**config.mk**
```make
export PLATFORM = sky130hd
export DESIGN_NAME = snn_timestep_scheduler_flat
export DESIGN_NICKNAME = d
export VERILOG_FILES = /design/src/rtl/snn_pkg.sv /design/src/rtl/snn_timestep_scheduler_if.sv /design/src/rtl/snn_spike_count_updater.sv /design/src/rtl/snn_timestep_scheduler.sv /design/src/flat_wrapper.sv
export SDC_FILE = /design/constraint.sdc
export NUM_CORES = 1
export LEC_CHECK = 0
export ABC_AREA = 1
export CAP_MARGIN = 5
export CORE_AREA = 2 2 385 387
export CTS_CLUSTER_SIZE = 14
export DETAILED_ROUTE_END_ITERATION = 7
export DIE_AREA = 0 0 387 389
export GPL_ROUTABILITY_DRIVEN = 0
export PLACE_DENSITY = 0.54
export REMOVE_ABC_BUFFERS = 1
export SLEW_MARGIN = 20
export SYNTH_ARGS = -nofsm -noshare
export SYNTH_HDL_FRONTEND = slang
export SYNTH_SLANG_ARGS = --single-unit
```
**constraint.sdc**
```tcl
create_clock -name S_AXI_ACLK -period 4.2 [get_ports S_AXI_ACLK]
set_input_delay 1.26 -clock S_AXI_ACLK [delete_from_list [all_inputs] [get_ports S_AXI_ACLK]]
set_output_delay 1.26 -clock S_AXI_ACLK [all_outputs]
set_load 0.01 [all_outputs]
```
**src/rtl/snn_pkg.sv**
```systemverilog
// rtl/snn_pkg.sv - shared constants, scheduler state type and saturating increment
// Contents: network dimensions, register offsets, memory-select codes,
// CTRL_REG bit positions, sched_state_t, sat_inc().
package snn_pkg;

    localparam int NUM_INPUTS                     = 784;
    localparam int SPIKES_PER_BATCH               = 32;
    localparam int NUM_INPUT_SPIKE_BATCHES        = 25;
    localparam int SPIKE_PATTERN_BATCH_ADDR_WIDTH = 6;
    localparam int MAX_TIMESTEPS_BITS             = 7;
    localparam int NUM_OUTPUTS                    = 100;
    localparam int OUTPUT_SPIKE_ADDR_BITS         = 7;
    localparam int COUNT_WIDTH                    = 16;

    localparam logic [15:0] CTRL_REG       = 16'h0000;
    localparam logic [15:0] SIM_TIME_REG   = 16'h0004;
    localparam logic [15:0] MEM_CFG_REG    = 16'h0008;
    localparam logic [15:0] DEBUG_REG      = 16'h000C;
    localparam logic [15:0] EXT_MEM_OFFSET = 16'h0100;

    localparam logic [1:0] MEM_SEL_SYNAPSE = 2'd1;
    localparam logic [1:0] MEM_SEL_PATTERN = 2'd2;
    localparam logic [1:0] MEM_SEL_COUNTER = 2'd3;

    localparam int CTRL_START_BIT = 0;
    localparam int CTRL_ABORT_BIT = 1;

    localparam logic [OUTPUT_SPIKE_ADDR_BITS-1:0] LAST_OUTPUT =
        OUTPUT_SPIKE_ADDR_BITS'(NUM_OUTPUTS - 1);

    typedef enum logic [2:0] {
        S_IDLE,
        S_CLEAR,
        S_FETCH,
        S_STEP,
        S_WAIT_LAYER,
        S_UPDATE,
        S_NEXT,
        S_DONE
    } sched_state_t;

    // Counter increment that sticks at all-ones instead of wrapping.
    function automatic logic [COUNT_WIDTH-1:0] sat_inc(input logic [COUNT_WIDTH-1:0] v);
        return (&v) ? v : v + 1'b1;
    endfunction

endpackage

```
**src/rtl/snn_timestep_scheduler_if.sv**
```systemverilog
// rtl/snn_timestep_scheduler_if.sv - pattern-memory, layer and counter-memory bus
// master: scheduler side (drives read strobes, in_spikes, layer_step, counter writes)
// slave:  memory/layer side (drives pat_rd_data, layer_done, out_spikes, cnt_rd_data)
interface snn_timestep_scheduler_if;
    import snn_pkg::*;

    logic                                      pat_rd_en;
    logic [SPIKE_PATTERN_BATCH_ADDR_WIDTH-1:0] pat_rd_batch;
    logic [MAX_TIMESTEPS_BITS-1:0]             pat_rd_timestep;
    logic [SPIKES_PER_BATCH-1:0]               pat_rd_data;
    logic [NUM_INPUTS-1:0]                     in_spikes;
    logic                                      layer_step;
    logic                                      layer_done;
    logic [NUM_OUTPUTS-1:0]                    out_spikes;
    logic [OUTPUT_SPIKE_ADDR_BITS-1:0]         cnt_addr;
    logic                                      cnt_rd_en;
    logic [COUNT_WIDTH-1:0]                    cnt_rd_data;
    logic                                      cnt_wr_en;
    logic [COUNT_WIDTH-1:0]                    cnt_wr_data;

    modport master (
        output pat_rd_en, pat_rd_batch, pat_rd_timestep, in_spikes, layer_step,
               cnt_addr, cnt_rd_en, cnt_wr_en, cnt_wr_data,
        input  pat_rd_data, layer_done, out_spikes, cnt_rd_data
    );

    modport slave (
        input  pat_rd_en, pat_rd_batch, pat_rd_timestep, in_spikes, layer_step,
               cnt_addr, cnt_rd_en, cnt_wr_en, cnt_wr_data,
        output pat_rd_data, layer_done, out_spikes, cnt_rd_data
    );

endinterface

```
**src/rtl/snn_spike_count_updater.sv**
```systemverilog
// rtl/snn_spike_count_updater.sv - read-modify-write scan of spike counters
// In:  clk, rst_n, i_clear (abort), i_go (start scan), i_spikes (latched),
//      i_cnt_rd_data (valid one cycle after o_cnt_rd_en)
// Out: o_cnt_addr/o_cnt_rd_en/o_cnt_wr_en/o_cnt_wr_data, o_finished (last scan cycle)
module snn_spike_count_updater
    import snn_pkg::*;
(
    input  logic                              clk,
    input  logic                              rst_n,
    input  logic                              i_clear,
    input  logic                              i_go,
    input  logic [NUM_OUTPUTS-1:0]            i_spikes,
    input  logic [COUNT_WIDTH-1:0]            i_cnt_rd_data,
    output logic [OUTPUT_SPIKE_ADDR_BITS-1:0] o_cnt_addr,
    output logic                              o_cnt_rd_en,
    output logic                              o_cnt_wr_en,
    output logic [COUNT_WIDTH-1:0]            o_cnt_wr_data,
    output logic                              o_finished
);

    logic                              r_active;
    logic                              r_write;
    logic [OUTPUT_SPIKE_ADDR_BITS-1:0] r_idx;
    logic                              w_fire;
    logic                              w_neuron_done;

    // A firing neuron takes two cycles: read strobe, then write of the
    // incremented value while the address is held.
    always_comb begin
        w_fire        = i_spikes[r_idx];
        o_cnt_addr    = r_active ? r_idx : '0;
        o_cnt_rd_en   = r_active && !r_write && w_fire;
        o_cnt_wr_en   = r_active && r_write;
        o_cnt_wr_data = o_cnt_wr_en ? sat_inc(i_cnt_rd_data) : '0;
        w_neuron_done = r_active && (r_write || !w_fire);
        o_finished    = w_neuron_done && (r_idx == LAST_OUTPUT);
    end

    always_ff @(posedge clk or negedge rst_n) begin
        if (!rst_n) begin
            r_active <= 1'b0;
            r_write  <= 1'b0;
            r_idx    <= '0;
        end else if (i_clear) begin
            r_active <= 1'b0;
            r_write  <= 1'b0;
            r_idx    <= '0;
        end else if (i_go) begin
            r_active <= 1'b1;
            r_write  <= 1'b0;
            r_idx    <= '0;
        end else if (r_active) begin
            if (o_cnt_rd_en) begin
                r_write <= 1'b1;
            end else begin
                r_write <= 1'b0;
                if (r_idx == LAST_OUTPUT) begin
                    r_active <= 1'b0;
                    r_idx    <= '0;
                end else begin
                    r_idx <= r_idx + 1'b1;
                end
            end
        end
    end

endmodule

```
**src/rtl/snn_timestep_scheduler.sv**
```systemverilog
// rtl/snn_timestep_scheduler.sv - runs sim_time timesteps of one SNN inference
// In:  S_AXI_ACLK, S_AXI_ARESETN, start/abort pulses, sim_time, i_host_mem_req
// Out: busy, done pulse, timestep, o_host_mem_grant (host memory access while idle)
// bus: pattern-memory reads, in_spikes/layer_step/layer_done, counter-memory RMW
module snn_timestep_scheduler
    import snn_pkg::*;
(
    input  logic                          S_AXI_ACLK,
    input  logic                          S_AXI_ARESETN,
    input  logic                          start,
    input  logic                          abort,
    input  logic [MAX_TIMESTEPS_BITS-1:0] sim_time,
    output logic                          busy,
    output logic                          done,
    output logic [MAX_TIMESTEPS_BITS-1:0] timestep,
    input  logic                          i_host_mem_req,
    output logic                          o_host_mem_grant,
    snn_timestep_scheduler_if.master      bus
);

    sched_state_t                      r_state, w_next;
    logic [MAX_TIMESTEPS_BITS-1:0]     r_t_end, r_timestep;
    logic [OUTPUT_SPIKE_ADDR_BITS-1:0] r_idx;
    logic                              r_busy, r_host_grant, r_rd_pend;
    logic [SPIKE_PATTERN_BATCH_ADDR_WIDTH-1:0] r_rd_batch;
    logic [NUM_OUTPUTS-1:0]            r_out_spikes;
    logic [NUM_INPUTS-1:0]             w_in_spikes;

    logic w_start, w_kill, w_capture, w_upd_go, w_pat_rd_en, w_layer_step, w_done;
    logic [OUTPUT_SPIKE_ADDR_BITS-1:0] w_upd_addr, w_cnt_addr;
    logic w_upd_rd_en, w_upd_wr_en, w_upd_finished, w_cnt_rd_en, w_cnt_wr_en;
    logic [COUNT_WIDTH-1:0] w_upd_wr_data, w_cnt_wr_data;

    assign w_start   = (r_state == S_IDLE) && start && !abort;
    assign w_kill    = (r_state != S_IDLE) && abort;
    assign w_upd_go  = (r_state == S_WAIT_LAYER) && bus.layer_done;
    // Read data lags the strobe by one cycle; the final word lands in the
    // extra FETCH cycle after the last strobe.
    assign w_capture = (r_state == S_FETCH) && r_rd_pend;

    always_ff @(posedge S_AXI_ACLK or negedge S_AXI_ARESETN) begin
        if (!S_AXI_ARESETN) r_state <= S_IDLE;
        else                r_state <= w_next;
    end

    always_comb begin
        w_next        = r_state;
        w_pat_rd_en   = 1'b0;
        w_layer_step  = 1'b0;
        w_done        = 1'b0;
        w_cnt_addr    = w_upd_addr;
        w_cnt_rd_en   = w_upd_rd_en;
        w_cnt_wr_en   = w_upd_wr_en;
        w_cnt_wr_data = w_upd_wr_data;
        case (r_state)
            S_IDLE:       if (w_start) w_next = S_CLEAR;
            S_CLEAR: begin
                w_cnt_addr    = r_idx;
                w_cnt_wr_en   = 1'b1;
                w_cnt_wr_data = '0;
                if (r_idx == LAST_OUTPUT) w_next = (r_t_end == '0) ? S_DONE : S_FETCH;
            end
            S_FETCH: begin
                w_pat_rd_en = (r_idx < OUTPUT_SPIKE_ADDR_BITS'(NUM_INPUT_SPIKE_BATCHES));
                if (r_idx == OUTPUT_SPIKE_ADDR_BITS'(NUM_INPUT_SPIKE_BATCHES)) w_next = S_STEP;
            end
            S_STEP: begin
                w_layer_step = 1'b1;
                w_next       = S_WAIT_LAYER;
            end
            S_WAIT_LAYER: if (bus.layer_done) w_next = S_UPDATE;
            S_UPDATE:     if (w_upd_finished) w_next = S_NEXT;
            S_NEXT:       w_next = (r_timestep + 1'b1 == r_t_end) ? S_DONE : S_FETCH;
            S_DONE: begin
                w_done = 1'b1;
                w_next = S_IDLE;
            end
            default:      w_next = S_IDLE;
        endcase
        if (w_kill) w_next = S_IDLE;
    end

    always_ff @(posedge S_AXI_ACLK or negedge S_AXI_ARESETN) begin
        if (!S_AXI_ARESETN) begin
            r_t_end      <= '0;
            r_timestep   <= '0;
            r_idx        <= '0;
            r_busy       <= 1'b0;
            r_host_grant <= 1'b0;
            r_rd_pend    <= 1'b0;
            r_rd_batch   <= '0;
            r_out_spikes <= '0;
        end else begin
            r_rd_pend    <= w_pat_rd_en;
            r_rd_batch   <= r_idx[SPIKE_PATTERN_BATCH_ADDR_WIDTH-1:0];
            r_host_grant <= i_host_mem_req && !r_busy && !w_start;
            if (w_kill) begin
                r_busy <= 1'b0;
                r_idx  <= '0;
            end else begin
                case (r_state)
                    S_IDLE: if (w_start) begin
                        r_busy     <= 1'b1;
                        r_t_end    <= sim_time;
                        r_timestep <= '0;
                        r_idx      <= '0;
                    end
                    S_CLEAR: r_idx <= (r_idx == LAST_OUTPUT) ? '0 : r_idx + 1'b1;
                    S_FETCH: r_idx <= (r_idx == OUTPUT_SPIKE_ADDR_BITS'(NUM_INPUT_SPIKE_BATCHES))
                                      ? '0 : r_idx + 1'b1;
                    S_WAIT_LAYER: if (bus.layer_done) r_out_spikes <= bus.out_spikes;
                    S_NEXT:  r_timestep <= r_timestep + 1'b1;
                    S_DONE:  r_busy <= 1'b0;
                    default: ;
                endcase
            end
        end
    end

    // One register per batch word; the last word keeps only the bits below NUM_INPUTS.
    for (genvar g = 0; g < NUM_INPUT_SPIKE_BATCHES; g++) begin : g_batch
        localparam int LO = g * SPIKES_PER_BATCH;
        localparam int W  = (NUM_INPUTS - LO < SPIKES_PER_BATCH) ? NUM_INPUTS - LO : SPIKES_PER_BATCH;
        logic [W-1:0] r_word;
        always_ff @(posedge S_AXI_ACLK or negedge S_AXI_ARESETN) begin
            if (!S_AXI_ARESETN)                                                     r_word <= '0;
            else if (w_capture && r_rd_batch == SPIKE_PATTERN_BATCH_ADDR_WIDTH'(g)) r_word <= bus.pat_rd_data[W-1:0];
        end
        assign w_in_spikes[LO +: W] = r_word;
    end

    snn_spike_count_updater u_updater (
        .clk           (S_AXI_ACLK),
        .rst_n         (S_AXI_ARESETN),
        .i_clear       (w_kill),
        .i_go          (w_upd_go),
        .i_spikes      (r_out_spikes),
        .i_cnt_rd_data (bus.cnt_rd_data),
        .o_cnt_addr    (w_upd_addr),
        .o_cnt_rd_en   (w_upd_rd_en),
        .o_cnt_wr_en   (w_upd_wr_en),
        .o_cnt_wr_data (w_upd_wr_data),
        .o_finished    (w_upd_finished)
    );

    assign busy                = r_busy;
    assign done                = w_done;
    assign timestep            = r_timestep;
    assign o_host_mem_grant    = r_host_grant;
    assign bus.pat_rd_en       = w_pat_rd_en;
    assign bus.pat_rd_batch    = w_pat_rd_en ? r_idx[SPIKE_PATTERN_BATCH_ADDR_WIDTH-1:0] : '0;
    assign bus.pat_rd_timestep = r_timestep;
    assign bus.in_spikes       = w_in_spikes;
    assign bus.layer_step      = w_layer_step;
    assign bus.cnt_addr        = w_cnt_addr;
    assign bus.cnt_rd_en       = w_cnt_rd_en;
    assign bus.cnt_wr_en       = w_cnt_wr_en;
    assign bus.cnt_wr_data     = w_cnt_wr_data;

endmodule

```
**src/flat_wrapper.sv**
```systemverilog
// flat-port wrapper written by rule: the top's interface ports become plain ports
module snn_timestep_scheduler_flat import snn_pkg::*;
  (S_AXI_ACLK, S_AXI_ARESETN, start, abort, sim_time, busy, done, timestep, i_host_mem_req, o_host_mem_grant, bus_pat_rd_en, bus_pat_rd_batch, bus_pat_rd_timestep, bus_in_spikes, bus_layer_step, bus_cnt_addr, bus_cnt_rd_en, bus_cnt_wr_en, bus_cnt_wr_data, bus_pat_rd_data, bus_layer_done, bus_out_spikes, bus_cnt_rd_data);
  snn_timestep_scheduler_if bus_i ();
  input  logic S_AXI_ACLK;
  input  logic S_AXI_ARESETN;
  input  logic start;
  input  logic abort;
  input  logic [MAX_TIMESTEPS_BITS-1:0] sim_time;
  output logic busy;
  output logic done;
  output logic [MAX_TIMESTEPS_BITS-1:0] timestep;
  input  logic i_host_mem_req;
  output logic o_host_mem_grant;
  output wire logic [$bits(bus_i.pat_rd_en)-1:0] bus_pat_rd_en;
  output wire logic [$bits(bus_i.pat_rd_batch)-1:0] bus_pat_rd_batch;
  output wire logic [$bits(bus_i.pat_rd_timestep)-1:0] bus_pat_rd_timestep;
  output wire logic [$bits(bus_i.in_spikes)-1:0] bus_in_spikes;
  output wire logic [$bits(bus_i.layer_step)-1:0] bus_layer_step;
  output wire logic [$bits(bus_i.cnt_addr)-1:0] bus_cnt_addr;
  output wire logic [$bits(bus_i.cnt_rd_en)-1:0] bus_cnt_rd_en;
  output wire logic [$bits(bus_i.cnt_wr_en)-1:0] bus_cnt_wr_en;
  output wire logic [$bits(bus_i.cnt_wr_data)-1:0] bus_cnt_wr_data;
  input wire logic [$bits(bus_i.pat_rd_data)-1:0] bus_pat_rd_data;
  input wire logic [$bits(bus_i.layer_done)-1:0] bus_layer_done;
  input wire logic [$bits(bus_i.out_spikes)-1:0] bus_out_spikes;
  input wire logic [$bits(bus_i.cnt_rd_data)-1:0] bus_cnt_rd_data;
  assign bus_pat_rd_en = bus_i.pat_rd_en;
  assign bus_pat_rd_batch = bus_i.pat_rd_batch;
  assign bus_pat_rd_timestep = bus_i.pat_rd_timestep;
  assign bus_in_spikes = bus_i.in_spikes;
  assign bus_layer_step = bus_i.layer_step;
  assign bus_cnt_addr = bus_i.cnt_addr;
  assign bus_cnt_rd_en = bus_i.cnt_rd_en;
  assign bus_cnt_wr_en = bus_i.cnt_wr_en;
  assign bus_cnt_wr_data = bus_i.cnt_wr_data;
  assign bus_i.pat_rd_data = bus_pat_rd_data;
  assign bus_i.layer_done = bus_layer_done;
  assign bus_i.out_spikes = bus_out_spikes;
  assign bus_i.cnt_rd_data = bus_cnt_rd_data;
  snn_timestep_scheduler u_core (.S_AXI_ACLK(S_AXI_ACLK), .S_AXI_ARESETN(S_AXI_ARESETN), .start(start), .abort(abort), .sim_time(sim_time), .busy(busy), .done(done), .timestep(timestep), .i_host_mem_req(i_host_mem_req), .o_host_mem_grant(o_host_mem_grant), .bus(bus_i));
endmodule
```
# After elaboration in Yosys (flattened, before gate mapping)
# Cells that the tools add are included.
# word_totals
rom_bits,0
latchBits,0
wordCells,189
in_bits,161
ramBits,0
out_inout_bits,834
n_memories,0
reg_bits,926
# classes
mul,0
n_reduce_logical,59
n_mux,44
bitwise,1
eq_ne,42
n_lt_le_gt_ge,2
addsub,4
n_shift,0
n_div,0
# ops
cell,count
7-bit two-way mux,11
"6-bit by 5-bit == test with 1-bit output, second input constant",9
"6-bit by 4-bit == test with 1-bit output, second input constant",8
16-bit two-way mux,3
1-bit logical AND,37
"6-bit by 3-bit == test with 1-bit output, second input constant",4
3-bit two-way mux,8
3-bit one-hot mux with 8 select lines,1
"7-bit by 1-bit adder with 7-bit output, second input constant",3
7-bit one-hot mux with 3 select lines,1
"16-bit by 1-bit adder with 16-bit output, second input constant",1
1-bit two-way mux,16
16-bit AND reduction,1
"7-bit == test, second input constant",2
7-bit one-hot mux with 2 select lines,1
"3-bit == test, second input constant",4
"6-bit by 2-bit == test with 1-bit output, second input constant",2
"3-bit inequality test, second input constant",3
3-bit AND reduction,3
3-bit nonzero test,3
"7-bit by 8-bit less-than comparator with 1-bit output, second input constant",1
1-bit binary-select mux with 7-bit select,1
"7-bit by 5-bit == test with 1-bit output, second input constant",1
7-bit == test,1
19 further kinds,27

# Depth between registers and ports, before layout
# depth
word_depth,9
ltp_mapped,18
mapped_depth_nobuf,16

# Cells and area by module
# Synthesis repeated with hierarchy kept, for this count alone.
# unflattened
cells_unflattened,3609
hier_area_um2,35823.1
# modules_own_cells
module,area_each_um2,n_inst,cells_each
snn_timestep_scheduler,33618.5,1,3162
snn_spike_count_updater,2204.6,1,447

# Least setup slack after synthesis
# OpenSTA, ideal clock, no wires.
# synth_timing
path_kind,input -> output
start,input bus_cnt_rd_data[0]
end,output bus_cnt_wr_data[6]
setup_slack_ps,287
cell_stages,12
t_arrival_ps,2653
t_required_ps,2940
path_cell_list,ha_1 > nand2_1 > nor2_1 > nand3_1 > nor2_1 > inv_1 > nor2_1 > nor2_1 > nand2_1 > nor2_1 > xor2_1 > nor2_1
# synth_via
elab_chain_cells,4
elab_cells_between_ends,5
cone_classes,1 x add/sub; 3 x mux; 1 x reduce/logical
# synth_rtl
item,line,text
start: declaration,flat_wrapper.sv:27,input wire logic [$bits(bus_i.cnt_rd_data)-1:0] bus_cnt_rd_data;
16-bit by 1-bit adder with 16-bit output or 16-bit AND reduction (tied branches),snn_pkg.sv:44,return (&v) ? v : v + 1'b1;
16-bit two-way mux (*),snn_pkg.sv:44,
16-bit two-way mux (*),snn_spike_count_updater.sv:34,o_cnt_wr_data = o_cnt_wr_en ? sat_inc(i_cnt_rd_data) : '0;
16-bit two-way mux (*),snn_timestep_scheduler.sv:55,case (r_state)
end: declaration,flat_wrapper.sv:23,output wire logic [$bits(bus_i.cnt_wr_data)-1:0] bus_cnt_wr_data;
# Every way passes the cells marked *; elsewhere a longest branch is shown, timed or not.

# Final worst setup path
# layout_timing
start,input bus_cnt_rd_data[3]
end,output bus_cnt_wr_data[11]
# The elaborated chain is that of the path after synthesis.

==> summary.md <==
| Metric | Value |
|---|---|
| Status | `finished clean` |
| Vias | `29200` |
| Seq cells post-synth | `approximately 930` |
| Port bufs | `roughly 990` |
| Hold Path Cell Cnt | `0` |
| Largest net degree at the start of global routing | `about 80` |
| Fin Setup TNS | `0 ns` |
| Sequential area share after synthesis | `0.6554` |
| Mapped cell area | `about 35000 sq um` |
| FF-to-FF End | `u_core.g_batch[3].r_word[29]$_DFFE_PN0P_` |
| Register-to-register setup slack | `1.17 ns` |
| Final period util | `0.9842` |
| Die Span X | `387 um` |
| Ranking of synthesized cells by area | `dfrtp_1 66%, o21ai_0 9.9%, nand2_1 9.7%` |
| First-pass GRT wire length | `between 200000 and 250000 um` |
| Family with the most delay on the worst path | `simple AND/OR/NAND/NOR gates` |
| Core area | `about 150000 sq um` |
| Die height | `slightly below 400 um` |
| Final Hold Vio Count | `0` |
| Hold Crit Class | `reg -> reg` |
| Tightest Pin Transition | `about 1.2 ns` |
| Gr usage total | `0.1890` |
| Hold Crit Start | `u_core.r_idx[4]$_DFFE_PN0P_` |
| Initial Utilization | `0.2412` |
| WL final | `between 100000 and 150000 um` |
| FILL cells | `14920` |
| CP Launch Type | `input port` |
| Reg2reg start | `u_core.r_state[2]$_DFFE_PN0P_` |
| Cell Pwr Density | `472.7 nW/um^2` |
| Synthesis-to-finish area growth | `46.24%` |
| Max VDD drop | `~0.00028 V` |
| Area fraction of the dominant cell type after synthesis | `0.6554` |
| Reg2reg path depth | `11` |
| DR vias/cell | `~4.4` |
| P_leak | `about 0.024 uW` |
| Post-layout min period | `between 4 and 5 ns` |
| Initial antenna violation count | `20` |
| Critical Path End Type | `output pin` |
| Area after DPL | `47790 sq um` |
| Max Slew Vio Count | `0` |
| CP arrival | `2.87 ns` |
| Max-capacitance violation count | `0` |
| Post-route DRC violation count | `0` |
| Pre-Repair DR Iteration Count | `7` |
| Max clock buf depth | `3` |
| WP buf/inv | `6` |
| Crit-path cells | `clkdlybuf4s15_1 > inv_2 > nor4_4 > nand3_2 > buf_6 > buf_4 > nor3_4 > xor2_1 > nand2_1 > inv_2 > buf_6` |
| Post-synthesis cell count | `~3600` |
| IO Count | `between 900 and 1000` |
| Setup violations, final | `0` |
| Fin worst setup slack | `~0.066 ns` |
| Vias in the first global route | `28560` |
| Initial DRC count | `roughly 2200` |
| Finished Layout Cells | `around 6600` |
| Critical path's slowest cell | `nor4_4` |
| Slew headroom | `0.2227` |
| Global route overflow | `0` |
| Crit Path Max Fanout | `3` |
| Clock Root Buffer | `clkbuf_16` |
| CTS Buf Count | `~100` |
| Worst hold slack | `roughly 0.41 ns` |
| HPWL after DPL | `slightly below 100000 um` |
| Worst-path clk slew | `0.07 ns` |
| CTS tree | `built` |
| Critical Path RT | `2.94 ns` |
| Post-Syn Area per Cell | `9.940 sq um` |
| Peak Freq | `approximately 0.24 GHz` |
| Placed insts | `between 6000 and 7000` |
| Netlist cell types | `between 40 and 50` |
| Layout cells sized above 1 | `0.1025` |
| Synth area leader | `dfrtp_1` |
| Post-layout nets | `around 4700` |
| Antenna Nets Post-Route | `0` |
| Ys flop type | `dfrtp_1` |
| Final Skew | `approximately 0.037 ns` |
| Die area | `roughly 150000 sq um` |
| Hold buffer count at CTS | `0` |
| H-tree Lvls | `3` |
| Wire length per cell | `between 20 and 25 um` |
| Placement Rows | `around 140` |
| Number of flops mapped to enable cells by yosys | `0` |
| Max stage delay on crit path | `0.32 ns` |
| Setup Slack @ Placement | `-0.8658 ns` |
| Final instance area | `around 52000 sq um` |
| Clk sink count | `between 900 and 1000` |
| YS warnings | `0` |
| Clock Latency Late Sink | `between 0.7 and 0.8 ns` |
| Ys async rst share | `1.000` |
| CP Class | `in -> out` |
| Hold endpoint | `u_core.r_rd_batch[4]$_DFF_PN0_` |
cell families (layout without fill, tap and decap cells):
group / count (synthesis) / in the layout / share of synthesized area
other: 1 / 17 / 0.0001061
XOR/XNOR: 24 / 24 / 0.005945
buffers and inverters: 396 / 1455 / 0.04710
multiplexers: 71 / 71 / 0.02261
AO/OA/AOI/OAI: 904 / 904 / 0.1293
adder cells (fa/ha/maj): 5 / 5 / 0.001769
flip-flops: 926 / 926 / 0.6554
AND/OR/NAND/NOR: 1230 / 1230 / 0.1378
sequential cells by signal, summed over array words and instances (netlist names), 3 cells and up:
name,flops
u_core.r_rd_batch,6
u_core.g_batch.r_word,784
u_core.r_t_end,7
u_core.u_updater.r_idx,7
u_core.r_idx,7
u_core.bus.pat_rd_timestep,7
u_core.r_state,3
u_core.r_out_spikes,100
layout by cell type, fill, tap and decap left out, types with 5 or more instances in the layout:
cell	instances
clkdlybuf4s50_1	960
dfrtp_1	924
nand2_1	888
o21ai_0	693
nor2_1	190
inv_1	123
a21oi_1	108
buf_4	105
clkbuf_16	104
o21ai_1	80
mux2_2	71
nand3_1	43
clkbuf_8	28
nor3_1	24
clkbuf_1	24
buf_12	20
xor2_1	18
nand2_4	17
diode_2	16
clkinv_2	15
nand4_1	12
nor2_2	11
inv_2	10
nand2_2	9
o22ai_1	9
nor2_4	8
nor4_1	8
buf_6	8
buf_2	8
clkdlybuf4s15_1	8
nand3_2	7
clkinvlp_4	6
xnor2_1	5
dlymetal6s2s_1	5
area by class of cell:
cell class / instances / area (sq um) / area share
flip-flops and latches: 926 / 23170 / 0.4482
repair buffers: 1125 / 11210 / 0.2168
inverters: 140 / 545.5 / 0.01055
well taps: 1930 / 2415 / 0.04670
repair inverters: 1 / 6.256 / 0.0001210
clock buffers: 156 / 3078 / 0.05953
clock inverters: 33 / 387.9 / 0.007502
diodes: 16 / 40.04 / 0.0007744
multi-input cells: 2235 / 10850 / 0.2099
synth_stat cells (3+ instances only):
master,number
a31oi_1,3
nor2_1,204
a21oi_1,109
ha_1,5
o21ai_1,74
nor2_2,3
buf_4,10
xnor2_1,5
nand3_1,52
o21ai_2,4
mux2_2,71
nand4_1,12
inv_2,3
o21ai_0,699
nand2_1,909
nand2_2,3
o22ai_1,9
dfrtp_1,926
xor2_1,19
inv_1,133
buf_6,14
nor3_1,27
nor4_1,9
buf_2,25
clkbuf_1,207
per-stage QoR:
stage | util | total power [uW]
after CTS | 0.3517 | 24690
after global routing | 0.3525 | 25590
after floorplan | - | 12600
after detailed placement | 0.3260 | 15170
after global placement | 0.3260 | 15090
final | 0.3527 | 24440
power breakdown:
part	switching [uW]	total [uW]	internal [uW]	leakage (uW)
Combinational	2670	4800	2130	0.0137
Sequential	582	10400	9830	0.00871
Clock	3900	9220	5320	0.00170
worst register-to-register path: cells and delay by family, from the launching register on:
family                 cells  cell delay, ns
AO/OA/AOI/OAI              1            0.07
buffers and inverters      3            0.86
flip-flops                 1            0.45
AND/OR/NAND/NOR            7            1.49
worst max path at each step:
stage,slack [ns],startpoint,cells after the start,endpoint
after floorplan,-0.22,bus_layer_done,4,u_core.r_out_spikes[0]$_DFFE_PN0P_
after global placement,-0.88,bus_cnt_rd_data[0],14,bus_cnt_wr_data[5]
after detailed placement,-0.87,bus_cnt_rd_data[0],14,bus_cnt_wr_data[5]
after CTS,0.005,bus_cnt_rd_data[0],15,bus_cnt_wr_data[7]
after global routing,-0.04,bus_cnt_rd_data[3],11,bus_cnt_wr_data[11]
final,0.07,bus_cnt_rd_data[3],11,bus_cnt_wr_data[11]
what timing repair did:
item | in CTS | in global routing
hold endpoints to repair | 0 | 0
endpoints found under the setup margin | 17 | 24
gates resized for setup | 119 | 38
gates cloned | 3 | 0
setup buffers | 17 | 3
pin swaps | 23 | 13
routing by layer:
layer,global-route usage,part of all wire
met1,0.2346,0.41
met4,0.07080,0.033
met3,0.04794,0.072
met2,0.3160,0.48
met5,0,0.00058
Power figures use the tool's default switching activity.
